<file path="config.mk">
export PLATFORM = sky130hd
export DESIGN_NAME = mdio_frame_master
export DESIGN_NICKNAME = d
export VERILOG_FILES = /design/src/rtl/mdio_frame_master_pkg.sv /design/src/rtl/mdio_frame_master_clk_div.sv /design/src/rtl/mdio_frame_master.sv
export SDC_FILE = /design/constraint.sdc
export NUM_CORES = 1
export LEC_CHECK = 0
export ABC_CLOCK_PERIOD_IN_PS = 2750
export CORE_MARGIN = 2
export CORE_UTILIZATION = 52
export CTS_CLUSTER_SIZE = 28
export DETAILED_ROUTE_END_ITERATION = 6
export PLACE_DENSITY = 0.86
export SLEW_MARGIN = 20
export SYNTH_ARGS = -nofsm -noshare
export SYNTH_HDL_FRONTEND = slang
export SYNTH_SLANG_ARGS = --single-unit
export TNS_END_PERCENT = 20
</file>
<file path="constraint.sdc">
create_clock -name clk -period 2.75 [get_ports clk]
set_input_delay 0.275 -clock clk [delete_from_list [all_inputs] [get_ports clk]]
set_output_delay 0.275 -clock clk [all_outputs]
set_load 0.01 [all_outputs]
</file>
<file path="src/rtl/mdio_frame_master_pkg.sv">
// mdio_pkg: FSM state encoding, Clause-22 frame constants, field widths
// and a helper that assembles the serial part of a management frame.
package mdio_pkg;

    typedef enum logic [2:0] {
        IDLE,
        PREAMBLE,
        HEADER,
        TA,
        DATA,
        RESP,
        GAP
    } state_t;

    localparam logic [1:0] ST    = 2'b01;
    localparam logic [1:0] OP_WR = 2'b01;
    localparam logic [1:0] OP_RD = 2'b10;
    localparam logic [1:0] TA_WR = 2'b10;

    localparam int PHYAD_BITS  = 5;
    localparam int REGAD_BITS  = 5;
    localparam int DATA_BITS   = 16;
    localparam int HEADER_BITS = 14;
    localparam int TA_BITS     = 2;
    localparam int FRAME_BITS  = HEADER_BITS + TA_BITS + DATA_BITS;

    // Header, write turnaround and data, MSB first; for reads only the
    // header part is ever driven onto the bus.
    function automatic logic [FRAME_BITS-1:0] build_frame(
        input logic                  rd,
        input logic [PHYAD_BITS-1:0] phy,
        input logic [REGAD_BITS-1:0] regad,
        input logic [DATA_BITS-1:0]  data
    );
        return {ST, (rd ? OP_RD : OP_WR), phy, regad, TA_WR, data};
    endfunction

endpackage

</file>
<file path="src/rtl/mdio_frame_master_clk_div.sv">
// mdio_clk_div: MDC generator. Each half-period lasts CLK_DIV clk cycles.
// rise/fall are asserted in the clk cycle whose closing edge raises/lowers
// mdc. While disabled the divider is cleared and mdc is held low.
module mdio_clk_div #(
    parameter int CLK_DIV = 4
) (
    input  logic clk,
    input  logic reset,
    input  logic en,
    output logic mdc,
    output logic rise,
    output logic fall
);

    localparam int DW = (CLK_DIV > 1) ? $clog2(CLK_DIV) : 1;
    localparam logic [DW-1:0] LAST = DW'(CLK_DIV - 1);

    logic [DW-1:0] cnt;
    logic          at_last;

    assign at_last = (cnt == LAST);
    assign rise    = en && at_last && !mdc;
    assign fall    = en && at_last && mdc;

    // Half-period counter and mdc toggle; restart low whenever disabled.
    always_ff @(posedge clk or negedge reset) begin
        if (!reset) begin
            cnt <= '0;
            mdc <= 1'b0;
        end else if (!en) begin
            cnt <= '0;
            mdc <= 1'b0;
        end else if (at_last) begin
            cnt <= '0;
            mdc <= ~mdc;
        end else begin
            cnt <= cnt + DW'(1);
        end
    end

endmodule

</file>
<file path="src/rtl/mdio_frame_master.sv">
// mdio_frame_master: Clause-22 MDIO master, one read/write command per frame.
// Optional feature: define MDIO_READ_EN to build read frames (turnaround
// check and data capture). Without it a read is answered at once with
// rsp_err=1 and no bus activity; writes are identical in both builds.
module mdio_frame_master
    import mdio_pkg::*;
#(
    parameter int CLK_DIV       = 4,
    parameter int PREAMBLE_BITS = 32,
    parameter int GAP_BITS      = 8
) (
    input  logic        clk,
    input  logic        reset,
    input  logic        cmd_valid,
    output logic        cmd_ready,
    input  logic        cmd_read,
    input  logic [4:0]  cmd_phy_addr,
    input  logic [4:0]  cmd_reg_addr,
    input  logic [15:0] cmd_wdata,
    output logic        rsp_valid,
    output logic [15:0] rsp_rdata,
    output logic        rsp_err,
    output logic        mdc,
    output logic        mdio_o,
    output logic        mdio_t,
    input  logic        mdio_i
);

    // RESP counts as the first idle cycle, so GAP itself lasts one cycle less.
    localparam int GAP_CYCLES = GAP_BITS * 2 * CLK_DIV;
    localparam int GAP_W      = (GAP_CYCLES > 1) ? $clog2(GAP_CYCLES) : 1;
    localparam logic [GAP_W-1:0] GAP_LAST = GAP_W'(GAP_CYCLES - 2);

    localparam logic [6:0] PRE_LAST  = 7'(PREAMBLE_BITS - 1);
    localparam logic [6:0] HDR_LAST  = 7'(HEADER_BITS - 1);
    localparam logic [6:0] TA_LAST   = 7'(TA_BITS - 1);
    localparam logic [6:0] DATA_LAST = 7'(DATA_BITS - 1);

    localparam state_t FIRST_STATE = (PREAMBLE_BITS == 0) ? HEADER : PREAMBLE;
    localparam state_t RESP_NEXT   = (GAP_BITS == 0) ? IDLE : GAP;

    state_t                state;
    state_t                state_nxt;
    state_t                seg_next;
    logic [6:0]            bit_cnt;
    logic [6:0]            bit_cnt_nxt;
    logic [6:0]            seg_last;
    logic [FRAME_BITS-1:0] frame;
    logic                  is_read;
    logic [GAP_W-1:0]      gap_cnt;
    logic                  accept;
    logic                  div_en;
    logic                  rise;
    logic                  fall;

    assign accept = (state == IDLE) && cmd_valid;
    assign div_en = (state == PREAMBLE) || (state == HEADER) ||
                    (state == TA) || (state == DATA);

    mdio_clk_div #(
        .CLK_DIV(CLK_DIV)
    ) u_clk_div (
        .clk  (clk),
        .reset(reset),
        .en   (div_en),
        .mdc  (mdc),
        .rise (rise),
        .fall (fall)
    );

    // State and bit-within-segment counter.
    always_ff @(posedge clk or negedge reset) begin
        if (!reset) begin
            state   <= IDLE;
            bit_cnt <= '0;
        end else begin
            state   <= state_nxt;
            bit_cnt <= bit_cnt_nxt;
        end
    end

    // Next state and pad/handshake outputs; bus segments advance at bit end.
    always_comb begin
        state_nxt   = state;
        bit_cnt_nxt = bit_cnt;
        seg_last    = '0;
        seg_next    = IDLE;
        cmd_ready   = 1'b0;
        rsp_valid   = 1'b0;
        mdio_o      = 1'b0;
        mdio_t      = 1'b1;
        case (state)
            IDLE: begin
                cmd_ready = 1'b1;
                if (cmd_valid) begin
                    bit_cnt_nxt = '0;
`ifdef MDIO_READ_EN
                    state_nxt = FIRST_STATE;
`else
                    state_nxt = cmd_read ? RESP : FIRST_STATE;
`endif
                end
            end
            PREAMBLE: begin
                mdio_o   = 1'b1;
                mdio_t   = 1'b0;
                seg_last = PRE_LAST;
                seg_next = HEADER;
            end
            HEADER: begin
                mdio_o   = frame[FRAME_BITS-1];
                mdio_t   = 1'b0;
                seg_last = HDR_LAST;
                seg_next = TA;
            end
            TA: begin
                mdio_o   = is_read ? 1'b0 : frame[FRAME_BITS-1];
                mdio_t   = is_read;
                seg_last = TA_LAST;
                seg_next = DATA;
            end
            DATA: begin
                mdio_o   = is_read ? 1'b0 : frame[FRAME_BITS-1];
                mdio_t   = is_read;
                seg_last = DATA_LAST;
                seg_next = RESP;
            end
            RESP: begin
                rsp_valid = 1'b1;
`ifdef MDIO_READ_EN
                state_nxt = RESP_NEXT;
`else
                state_nxt = is_read ? IDLE : RESP_NEXT;
`endif
            end
            GAP: begin
                if (gap_cnt == GAP_LAST) begin
                    state_nxt = IDLE;
                end
            end
            default: state_nxt = IDLE;
        endcase
        if (fall) begin
            if (bit_cnt == seg_last) begin
                state_nxt   = seg_next;
                bit_cnt_nxt = '0;
            end else begin
                bit_cnt_nxt = bit_cnt + 7'd1;
            end
        end
    end

    // Command latch, frame shifter, gap timer and response capture.
    always_ff @(posedge clk or negedge reset) begin
        if (!reset) begin
            is_read   <= 1'b0;
            frame     <= '0;
            gap_cnt   <= '0;
            rsp_rdata <= '0;
            rsp_err   <= 1'b0;
        end else begin
            gap_cnt <= (state == GAP) ? gap_cnt + GAP_W'(1) : '0;
            if (accept) begin
                is_read   <= cmd_read;
                frame     <= build_frame(cmd_read, cmd_phy_addr, cmd_reg_addr, cmd_wdata);
                rsp_rdata <= '0;
`ifdef MDIO_READ_EN
                rsp_err   <= 1'b0;
`else
                rsp_err   <= cmd_read;
`endif
            end else if (fall && (state == HEADER || state == TA || state == DATA)) begin
                frame <= {frame[FRAME_BITS-2:0], 1'b0};
            end
`ifdef MDIO_READ_EN
            if (rise && is_read && state == TA && bit_cnt == TA_LAST) begin
                rsp_err <= mdio_i;
            end
            if (rise && is_read && state == DATA) begin
                rsp_rdata <= {rsp_rdata[DATA_BITS-2:0], mdio_i};
            end
`endif
        end
    end

`ifdef MDIO_READ_EN
`else
    logic unused_read_inputs;
    assign unused_read_inputs = ^{rise, mdio_i};
`endif

endmodule

</file>
==> results of run 1 <==
==> layout make-up <==
cell class | count | area (um^2) | share of cell area
timing repair buffer | 41 | 405 | 0.123
multi-input combinational | 243 | 1360 | 0.411
tap | 70 | 87.6 | 0.0265
sequential | 52 | 1300 | 0.393
clock buffer | 6 | 82.6 | 0.0250
inverter | 9 | 33.8 | 0.0102
clock inverter | 2 | 38.8 | 0.0117
==> critical path: stages (launching register included) <==
cell             delay, ns
dfrtp_1               0.78
nor2b_1               0.18
a21oi_1               0.16
nor2_1                0.05
a21oi_1               0.12
clkdlybuf4s50_1       0.55
==> worst paths after layout <==
check                                  from                to  slack, ns  cells after the start
setup reg to reg                   state[1]          state[1]       0.43                      5
setup / recovery                   state[1]            mdio_t       0.34                      5
min in group clk           u_clk_div.cnt[0]  u_clk_div.cnt[0]       0.44                      1
max in group asynchronous             reset         frame[13]       1.59                      3
hold / removal                        reset     u_clk_div.mdc       0.37                      2
hold reg to reg            u_clk_div.cnt[0]  u_clk_div.cnt[0]       0.44                      1
==> cell families (layout without fill, tap and decap cells) <==
group	Yosys count	in the layout
AOI/OAI and AO/OA	64	64
xor gates and xnor gates	7	7
adders and majority gates	4	4
buffers and inverters	44	58
DFF	52	52
muxes	3	3
other	1	16
and+or+nand+nor	149	149
==> stage by stage <==
step / instance area (um^2) / hold slack [ns] / utilization / cells / total power, W
after global placement: 3180 / 0.176 / 0.610 / 414 / 0.000854
after global routing: 3310 / 0.396 / 0.636 / 423 / 0.00144
after detailed placement: 3180 / 0.178 / 0.610 / 414 / 0.000854
final: 3310 / 0.370 / 0.636 / 423 / 0.00139
after CTS: 3310 / 0.388 / 0.636 / 423 / 0.00140
after floorplan: 2910 / -0.0206 / - / 339 / 0.000810
==> synthesized netlist by cell type, types with 6 or more instances <==
cell       n  share of area
buf_2      7          0.012
nor3_1     6          0.011
a31oi_1   29          0.063
clkbuf_1   6         0.0079
dfrtp_1   52           0.46
buf_4     21          0.055
nand2_1   62          0.081
inv_1      8          0.011
nand3_1   12          0.021
a21oi_1    9          0.016
nor2_1    47          0.062
==> registers in the layout (all words and copies together) (netlist names) <==
signal / flops
u_clk_div.mdc: 1
is_read: 1
state: 3
gap_cnt: 6
bit_cnt: 7
frame: 32
u_clk_div.cnt: 2
==> per-layer routing <==
layer / GRT usage / routed length, um / up-vias
met1: 0.244 / 2430 / 1086
met3: 0.0333 / 268 / 8
met2: 0.339 / 2740 / 60
met5: 0 / 0 / -
met4: 0.0667 / 53 / 0
li1: - / - / 1143
==> report_power, final <==
group          switching, W  internal [W]  total (W)
Clock              0.000255      0.000298   0.000553
Combinational     0.0000333     0.0000403  0.0000736
Sequential      0.000000754      0.000765   0.000765
==> timing repair <==
action	CTS	global route
gates resized for setup	0	0
hold endpoints to repair	12	0
endpoints found under the setup margin	0	0
hold buffers	1	0
==> cells in the final DEF, fill, tap and decap left out, types with 4 or more instances in the layout <==
cell	instances
a31oi_1	29
dfrtp_1	52
a21oi_1	9
o21ai_0	4
clkbuf_8	6
inv_1	8
conb_1	16
nand3_1	12
ha_1	4
and3_1	4
nor3_1	5
nand2_1	62
buf_4	4
nor2_1	47
clkdlybuf4s50_1	34
==> flow_metrics.env, run 1 <==
export IMPL_outcome="finished, final reports clean"
export IMPL_dr_first_iter_drc_count=137
export IMPL_port_buffers=35
export IMPL_dp_hpwl_um=3810
export IMPL_tightest_slew_ns=0.658
export IMPL_routabilityCongestion=0.861
export IMPL_ys_seq_area_frac=0.455
export IMPL_fmax_mhz=415
export IMPL_period_share=0.876
export IMPL_via_per_inst=5.43
export IMPL_synthArstFlopShare=1.00
export IMPL_remaining_drc_errors=0
export IMPL_synthSimpleGateAreaFrac=0.241
export IMPL_synth_seq_cells=52
export IMPL_cts_tree="done"
export IMPL_antenna_found_initial=0
export IMPL_ant_nets=0
export IMPL_wire_per_inst_um=13.0
export IMPL_clock_latency_ns=0.31
export IMPL_min_path_type="in2async"
export IMPL_dr_total_vias=2297
export IMPL_synth_top_family_by_area="simple AND/OR/NAND/NOR gates"
export IMPL_timing_setup_critical_path_class="reg2out"
export IMPL_synth_main_ff_cell="dfrtp_1"
export IMPL_synth_area_per_cell_um2=8.82
export IMPL_grt_start_max_net_pins=64
export IMPL_clkTransAtPathRegs_ns=0.09
export IMPL_dr_pass1_iters=5
export IMPL_io_pins=53
export IMPL_post_cts_buffers=0
export IMPL_dp_slack_ns=0.472
export IMPL_setup_viol=0
export IMPL_setup_slack_ns=0.341
export IMPL_grt_pass1_vias=2237
export IMPL_n_antenna_cell=0
export IMPL_synth_cell_types=54
export IMPL_power_density_nw_per_um2=421
export IMPL_grt_pass1_wl_um=9660
export IMPL_path_max_fanout=22
export IMPL_cp_arrival_ns=2.13
export IMPL_synth_edf_count=0
export IMPL_clkSinkCount=52
export IMPL_syn_inst=324
export IMPL_worst_setup_path_end_kind="output pin"
export IMPL_gr_usage_all_layers=0.194
export IMPL_synth_adder_area_share=0.0175
export IMPL_start_kind="register"
export IMPL_synth_xor_area_share=0.0241
export IMPL_rsz0062_at_grt="false"
export IMPL_root_buffer="clkbuf_8"
export IMPL_required_ns=2.48
export IMPL_synth_warnings=0
export IMPL_finalMaxSlewViolations=0
export IMPL_clockBufferDepth=2
export IMPL_initial_core_util=0.549
export IMPL_synth_area_mux_share=0.0127
export IMPL_nets=387
export IMPL_htreeDepth=2
export IMPL_core_area_um2=5200
export IMPL_rows=26
export IMPL_die_w_um=78.1
export IMPL_cts_made_buffers=5
export IMPL_layout_drive_gt1_share=0.0850
export IMPL_leakage_nw=1.45
export IMPL_overflow=0
export IMPL_vdd_drop_max_mv=0.307
export IMPL_die_area_um2=6100
export IMPL_tns_ns=0
export IMPL_syn_to_final_growth_pct=15.8
export IMPL_slew_headroom=0.561
export IMPL_synth_compound_area_share=0.157
export IMPL_syn_area_um2=2860
export IMPL_fin_crit_ns=2.41
export IMPL_finalClockSkew_ns=0.00450
export IMPL_dieHeight_um=78.1
export IMPL_fill_cells=439
export IMPL_maxCapViolCount=0
export IMPL_finalWirelength_um=5500
export IMPL_finalHoldViolCount=0
Power figures use the tool's default switching activity.
==> run 2: changes to the inputs <==
--- a/config.mk
+++ b/config.mk
@@ -5,14 +5,15 @@
 export SDC_FILE = /design/constraint.sdc
 export NUM_CORES = 1
 export LEC_CHECK = 0
-export ABC_CLOCK_PERIOD_IN_PS = 2750
+export ABC_CLOCK_PERIOD_IN_PS = 2800
 export CORE_MARGIN = 2
-export CORE_UTILIZATION = 52
+export CORE_UTILIZATION = 56
 export CTS_CLUSTER_SIZE = 28
 export DETAILED_ROUTE_END_ITERATION = 6
-export PLACE_DENSITY = 0.86
+export PLACE_DENSITY = 0.91
 export SLEW_MARGIN = 20
 export SYNTH_ARGS = -nofsm -noshare
 export SYNTH_HDL_FRONTEND = slang
+export SYNTH_HIERARCHICAL = 1
 export SYNTH_SLANG_ARGS = --single-unit
 export TNS_END_PERCENT = 20
==> constraint.sdc (replaced) <==
create_clock -name clk -period 2.8 [get_ports clk]
set_input_delay 0.28 -clock clk [delete_from_list [all_inputs] [get_ports clk]]
set_output_delay 0.28 -clock clk [all_outputs]
set_load 0.01 [all_outputs]
==> flow_metrics.env, run 2 <==
export IMPL_outcome="complete, but fails checks"
export IMPL_violations="negative hold slack"
export IMPL_remaining_drc_errors=0
export IMPL_path_max_fanout=25
export IMPL_clockBufferDepth=2
export IMPL_clkTransAtPathRegs_ns=0.10
export IMPL_rows=25
export IMPL_worst_setup_path_end_kind="register"
export IMPL_tightest_slew_ns=0.681
export IMPL_period_share=0.891
export IMPL_timing_setup_critical_path_class="reg2reg"
export IMPL_clock_latency_ns=0.31
export IMPL_dr_total_vias=2111
export IMPL_p_switching_w=0.000301
export IMPL_grt_pass1_wl_um=9450
export IMPL_initial_core_util=0.579
export IMPL_die_area_um2=5430
export IMPL_via_per_inst=5.54
export IMPL_grt_busiest_layer="met2"
export IMPL_cts_resized=0
export IMPL_setup_viol=0
export IMPL_antenna_found_initial=0
export IMPL_finalWirelength_um=5350
export IMPL_maxCapViolCount=0
export IMPL_finalClockSkew_ns=0.00614
export IMPL_seqPwrFrac=0.590
export IMPL_largest_register_ffs=32
export IMPL_placedCellCount=373
export IMPL_holdWs_ns=-0.00188
export IMPL_clkSinkCount=52
export IMPL_switching_share=0.237
export IMPL_grt_use_met3=0.0453
export IMPL_reg_largest_list="frame x32, bit_cnt x7, gap_cnt x6"
export IMPL_leakage_nw=1.48
export IMPL_start_kind="register"
export IMPL_port_buffers=35
export IMPL_gr_usage_all_layers=0.225
export IMPL_synth_warnings=6
export IMPL_die_w_um=73.7
export IMPL_cp_arrival_ns=2.73
export IMPL_met1_usage=0.298
export IMPL_rsz0062_at_grt="false"
export IMPL_required_ns=3.04
export IMPL_met2_usage=0.376
export IMPL_clkPwrFrac=0.357
export IMPL_finalMaxSlewViolations=0
export IMPL_cts_hold_buf=0
export IMPL_finalHoldViolCount=5
export IMPL_fin_crit_ns=2.49
export IMPL_syn_area_um2=2720
export IMPL_fmax_mhz=401
export IMPL_root_buffer="clkbuf_8"
export IMPL_overflow=0
export IMPL_synth_area_per_cell_um2=9.12
export IMPL_vdd_drop_max_mv=0.365
export IMPL_regMostFlops="frame"
export IMPL_fin_cells=381
export IMPL_mostFrequentLayoutCells="nor2_1, dfrtp_1, clkdlybuf4s50_1, o22ai_1"
export IMPL_nets=361
export IMPL_power_total_w=0.00127
export IMPL_grt_start_max_net_pins=32
export IMPL_min_path_type="in2async"
export IMPL_cts_tree="done"
export IMPL_dr_first_iter_drc_count=136
export IMPL_syn_inst=298
export IMPL_syn_to_final_growth_pct=13.4
export IMPL_ant_nets=0
export IMPL_p_int_w=0.000971
export IMPL_dieHeight_um=73.7
export IMPL_core_area_um2=4690
export IMPL_io_pins=53
export IMPL_comb_power_share=0.053
export IMPL_slew_headroom=0.546
export IMPL_htreeDepth=2
export IMPL_dr_pass1_iters=4
export IMPL_layout_drive_gt1_share=0.0703
export IMPL_cts_made_buffers=5
export IMPL_wire_per_inst_um=14.0
export IMPL_n_antenna_cell=0
export IMPL_power_density_nw_per_um2=412
export IMPL_dp_hpwl_um=3770
export IMPL_grt_pass1_vias=2120
export IMPL_routabilityCongestion=0.921
export IMPL_post_cts_buffers=0
export IMPL_final_common_cell="nor2_1"
export IMPL_tns_ns=0
[run 2: stage by stage]
stage                     hold WS, ns  utilization  worst slack, ns  area, um^2
final                        -0.00188        0.657            0.306        3080
after global placement          0.358        0.637            0.461        2990
after detailed placement        0.365        0.637            0.334        2990
after global routing           0.0543        0.657           0.0881        3080
after floorplan               -0.0156            -            0.836        2780
after CTS                      0.0278        0.657            0.301        3080
[run 2: final timing paths]
kind                             startpoint          endpoint  slack, ns  cells past startpoint
setup / recovery                   state[0]         frame[15]       0.31                      7
hold / removal                        reset     u_clk_div/mdc     -0.002                      1
setup reg to reg                   state[0]         frame[15]       0.31                      7
hold reg to reg            u_clk_div/cnt[0]  u_clk_div/cnt[0]       0.47                      1
max in group asynchronous             reset         frame[21]       2.07                      2
min in group clk           u_clk_div/cnt[0]  u_clk_div/cnt[0]       0.47                      1
[run 2: layer usage]
metal / vias to the layer above / wire [um]
met4: 0 / 63
met2: 62 / 2680
met5: - / 0
met3: 8 / 235
li1: 1033 / -
met1: 1008 / 2370
[run 2: power by group through the flow]
stage                     clock network [W]   logic, W  registers [W]
after CTS                          0.000461  0.0000686       0.000750
after global placement                    0  0.0000673       0.000765
final                              0.000454  0.0000674       0.000750
after global routing               0.000489  0.0000761       0.000751
after floorplan                           0  0.0000271       0.000765
after detailed placement                  0  0.0000678       0.000765
[run 2: critical path, stage by stage, from the launching register on]
cell     delay, ns
dfrtp_1       0.57
nor2_1        0.48
xnor2_1       0.20
and3_2        0.25
o21ai_2       0.25
buf_4         0.37
o22ai_1       0.13
a31oi_1       0.16
[run 2: area by class of cell]
class                           count  area [um^2]
Fill cell                         382         1610
Sequential cell                    52         1300
Multi-Input combinational cell    219         1200
Timing Repair Buffer               41          390
Clock buffer                        5         68.8
Tap cell                           54         67.6
Clock inverter                      3         26.3
Inverter                            7         26.3
==> run 3: changes to the inputs <==
--- a/config.mk
+++ b/config.mk
@@ -6,7 +6,7 @@
 export NUM_CORES = 1
 export LEC_CHECK = 0
 export ABC_CLOCK_PERIOD_IN_PS = 2800
-export CORE_MARGIN = 2
+export CORE_MARGIN = 1
 export CORE_UTILIZATION = 56
 export CTS_CLUSTER_SIZE = 28
 export DETAILED_ROUTE_END_ITERATION = 6
==> flow_metrics.env, run 3 (same netlist as run 2, synthesis figures left out) <==
export IMPL_nets=362
export IMPL_finalHoldViolCount=0
export IMPL_path_cells="nor2_1 -> xnor2_1 -> and3_2 -> and3_1 -> mux2i_1 -> a211o_1"
export IMPL_clock_latency_ns=0.30
export IMPL_grt_pass1_wl_um=8970
export IMPL_power_density_nw_per_um2=395
export IMPL_htreeDepth=2
export IMPL_via_per_inst=5.59
export IMPL_die_area_um2=5140
export IMPL_required_ns=2.99
export IMPL_clkSinkCount=52
export IMPL_cts_resized=0
export IMPL_largest_register_ffs=32
export IMPL_clockBufferDepth=2
export IMPL_rsz0062_at_grt="false"
export IMPL_io_pins=53
export IMPL_gr_usage_all_layers=0.224
export IMPL_slew_headroom=0.403
export IMPL_initial_core_util=0.604
export IMPL_placedCellCount=372
export IMPL_clkTransAtPathRegs_ns=0.09
export IMPL_cts_tree="done"
export IMPL_antenna_found_initial=0
export IMPL_dieHeight_um=71.7
export IMPL_grt_pass1_vias=2085
export IMPL_dp_hpwl_um=3690
export IMPL_tns_ns=0
export IMPL_post_cts_buffers=0
export IMPL_min_path_type="in2async"
export IMPL_leakage_nw=1.48
export IMPL_wire_per_inst_um=13.9
export IMPL_maxCapViolCount=0
export IMPL_cp_arrival_ns=2.68
export IMPL_path_max_fanout=17
export IMPL_mostFrequentLayoutCells="nor2_1, dfrtp_1, clkdlybuf4s50_1, o22ai_1"
export IMPL_finalMaxSlewViolations=0
export IMPL_ant_nets=0
export IMPL_tightest_slew_ns=0.896
export IMPL_finalWirelength_um=5280
export IMPL_fill_cells=347
export IMPL_power_total_w=0.00122
export IMPL_holdWs_ns=0.0978
export IMPL_finalClockSkew_ns=0.00948
export IMPL_dr_pass1_iters=4
export IMPL_cts_made_buffers=5
export IMPL_final_common_cell="nor2_1"
export IMPL_cts_hold_buf=0
export IMPL_setup_viol=0
export IMPL_layout_drive_gt1_share=0.0673
export IMPL_die_w_um=71.7
export IMPL_fmax_mhz=400
export IMPL_period_share=0.892
export IMPL_dr_total_vias=2118
export IMPL_grt_start_max_net_pins=41
export IMPL_fin_cells=379
export IMPL_syn_to_final_growth_pct=13.4
export IMPL_n_antenna_cell=0
export IMPL_start_kind="register"
export IMPL_rows=24
export IMPL_worst_setup_path_end_kind="register"
export IMPL_overflow=0
export IMPL_dr_first_iter_drc_count=101
export IMPL_vdd_drop_max_mv=0.290
export IMPL_core_area_um2=4500
export IMPL_crit_path_top_delay_cell="dfrtp_1"
export IMPL_root_buffer="clkbuf_8"
export IMPL_routabilityCongestion=0.843
export IMPL_reg_largest_list="frame x32, bit_cnt x7, gap_cnt x6"
export IMPL_regMostFlops="frame"
export IMPL_remaining_drc_errors=0
export IMPL_outcome="finished, final reports clean"
export IMPL_port_buffers=35
export IMPL_max_stage_delay_ns=0.57
export IMPL_timing_setup_critical_path_class="reg2reg"
export IMPL_fin_crit_ns=2.50
run 3: final cells by class:
| class | count | area, um^2 | area share |
|---|---|---|---|
| clock buffer | 6 | 72.6 | 0.0235 |
| clock inverter | 1 | 5.00 | 0.00162 |
| inverter | 7 | 26.3 | 0.00852 |
| multi-input combinational | 219 | 1200 | 0.390 |
| sequential | 52 | 1300 | 0.422 |
| tap | 52 | 65.1 | 0.0211 |
| timing repair buffer | 42 | 410 | 0.133 |
run 3: metal layers:
layer	up-vias	GRT usage	share of wire
li1	1045	-	-
met1	1006	0.281	0.45
met2	55	0.362	0.48
met3	12	0.0464	0.040
met4	0	0.126	0.022
met5	-	0	0
run 3: worst paths after layout:
check / from / endpoint / slack, ns / cells past startpoint
min: reset / frame[8] / 0.1 / 1
max in group asynchronous: reset / frame[29] / 2.04 / 2
min in group clk: u_clk_div/cnt[0] / u_clk_div/cnt[0] / 0.44 / 1
max reg2reg: state[0] / state[1] / 0.30 / 6
max: state[0] / state[1] / 0.30 / 6
min reg2reg: u_clk_div/cnt[0] / u_clk_div/cnt[0] / 0.44 / 1
run 3: per-stage QoR:
| stage | utilization | cell area (um^2) | setup WS [ns] |
|---|---|---|---|
| final | 0.685 | 3080 | 0.301 |
| after global routing | 0.685 | 3080 | 0.168 |
| after detailed placement | 0.668 | 3010 | 0.385 |
| after global placement | 0.668 | 3010 | 0.443 |
| after CTS | 0.685 | 3080 | 0.360 |
| after floorplan | - | 2780 | 0.836 |
run 3: critical path: cells and delay by family, from the launching register on:
family           cells  cell delay [ns]
AO/OA/AOI/OAI        1             0.32
XOR/XNOR             1             0.22
flip-flops           1             0.57
AND/OR/NAND/NOR      3             1.12
multiplexers         1             0.14
run 3: power breakdown:
group | internal (W) | switching [W]
Clock | 0.000171 | 0.000229
Sequential | 0.000750 | 0
Combinational | 0.0000368 | 0.0000317
Total | 0.000958 | 0.000261
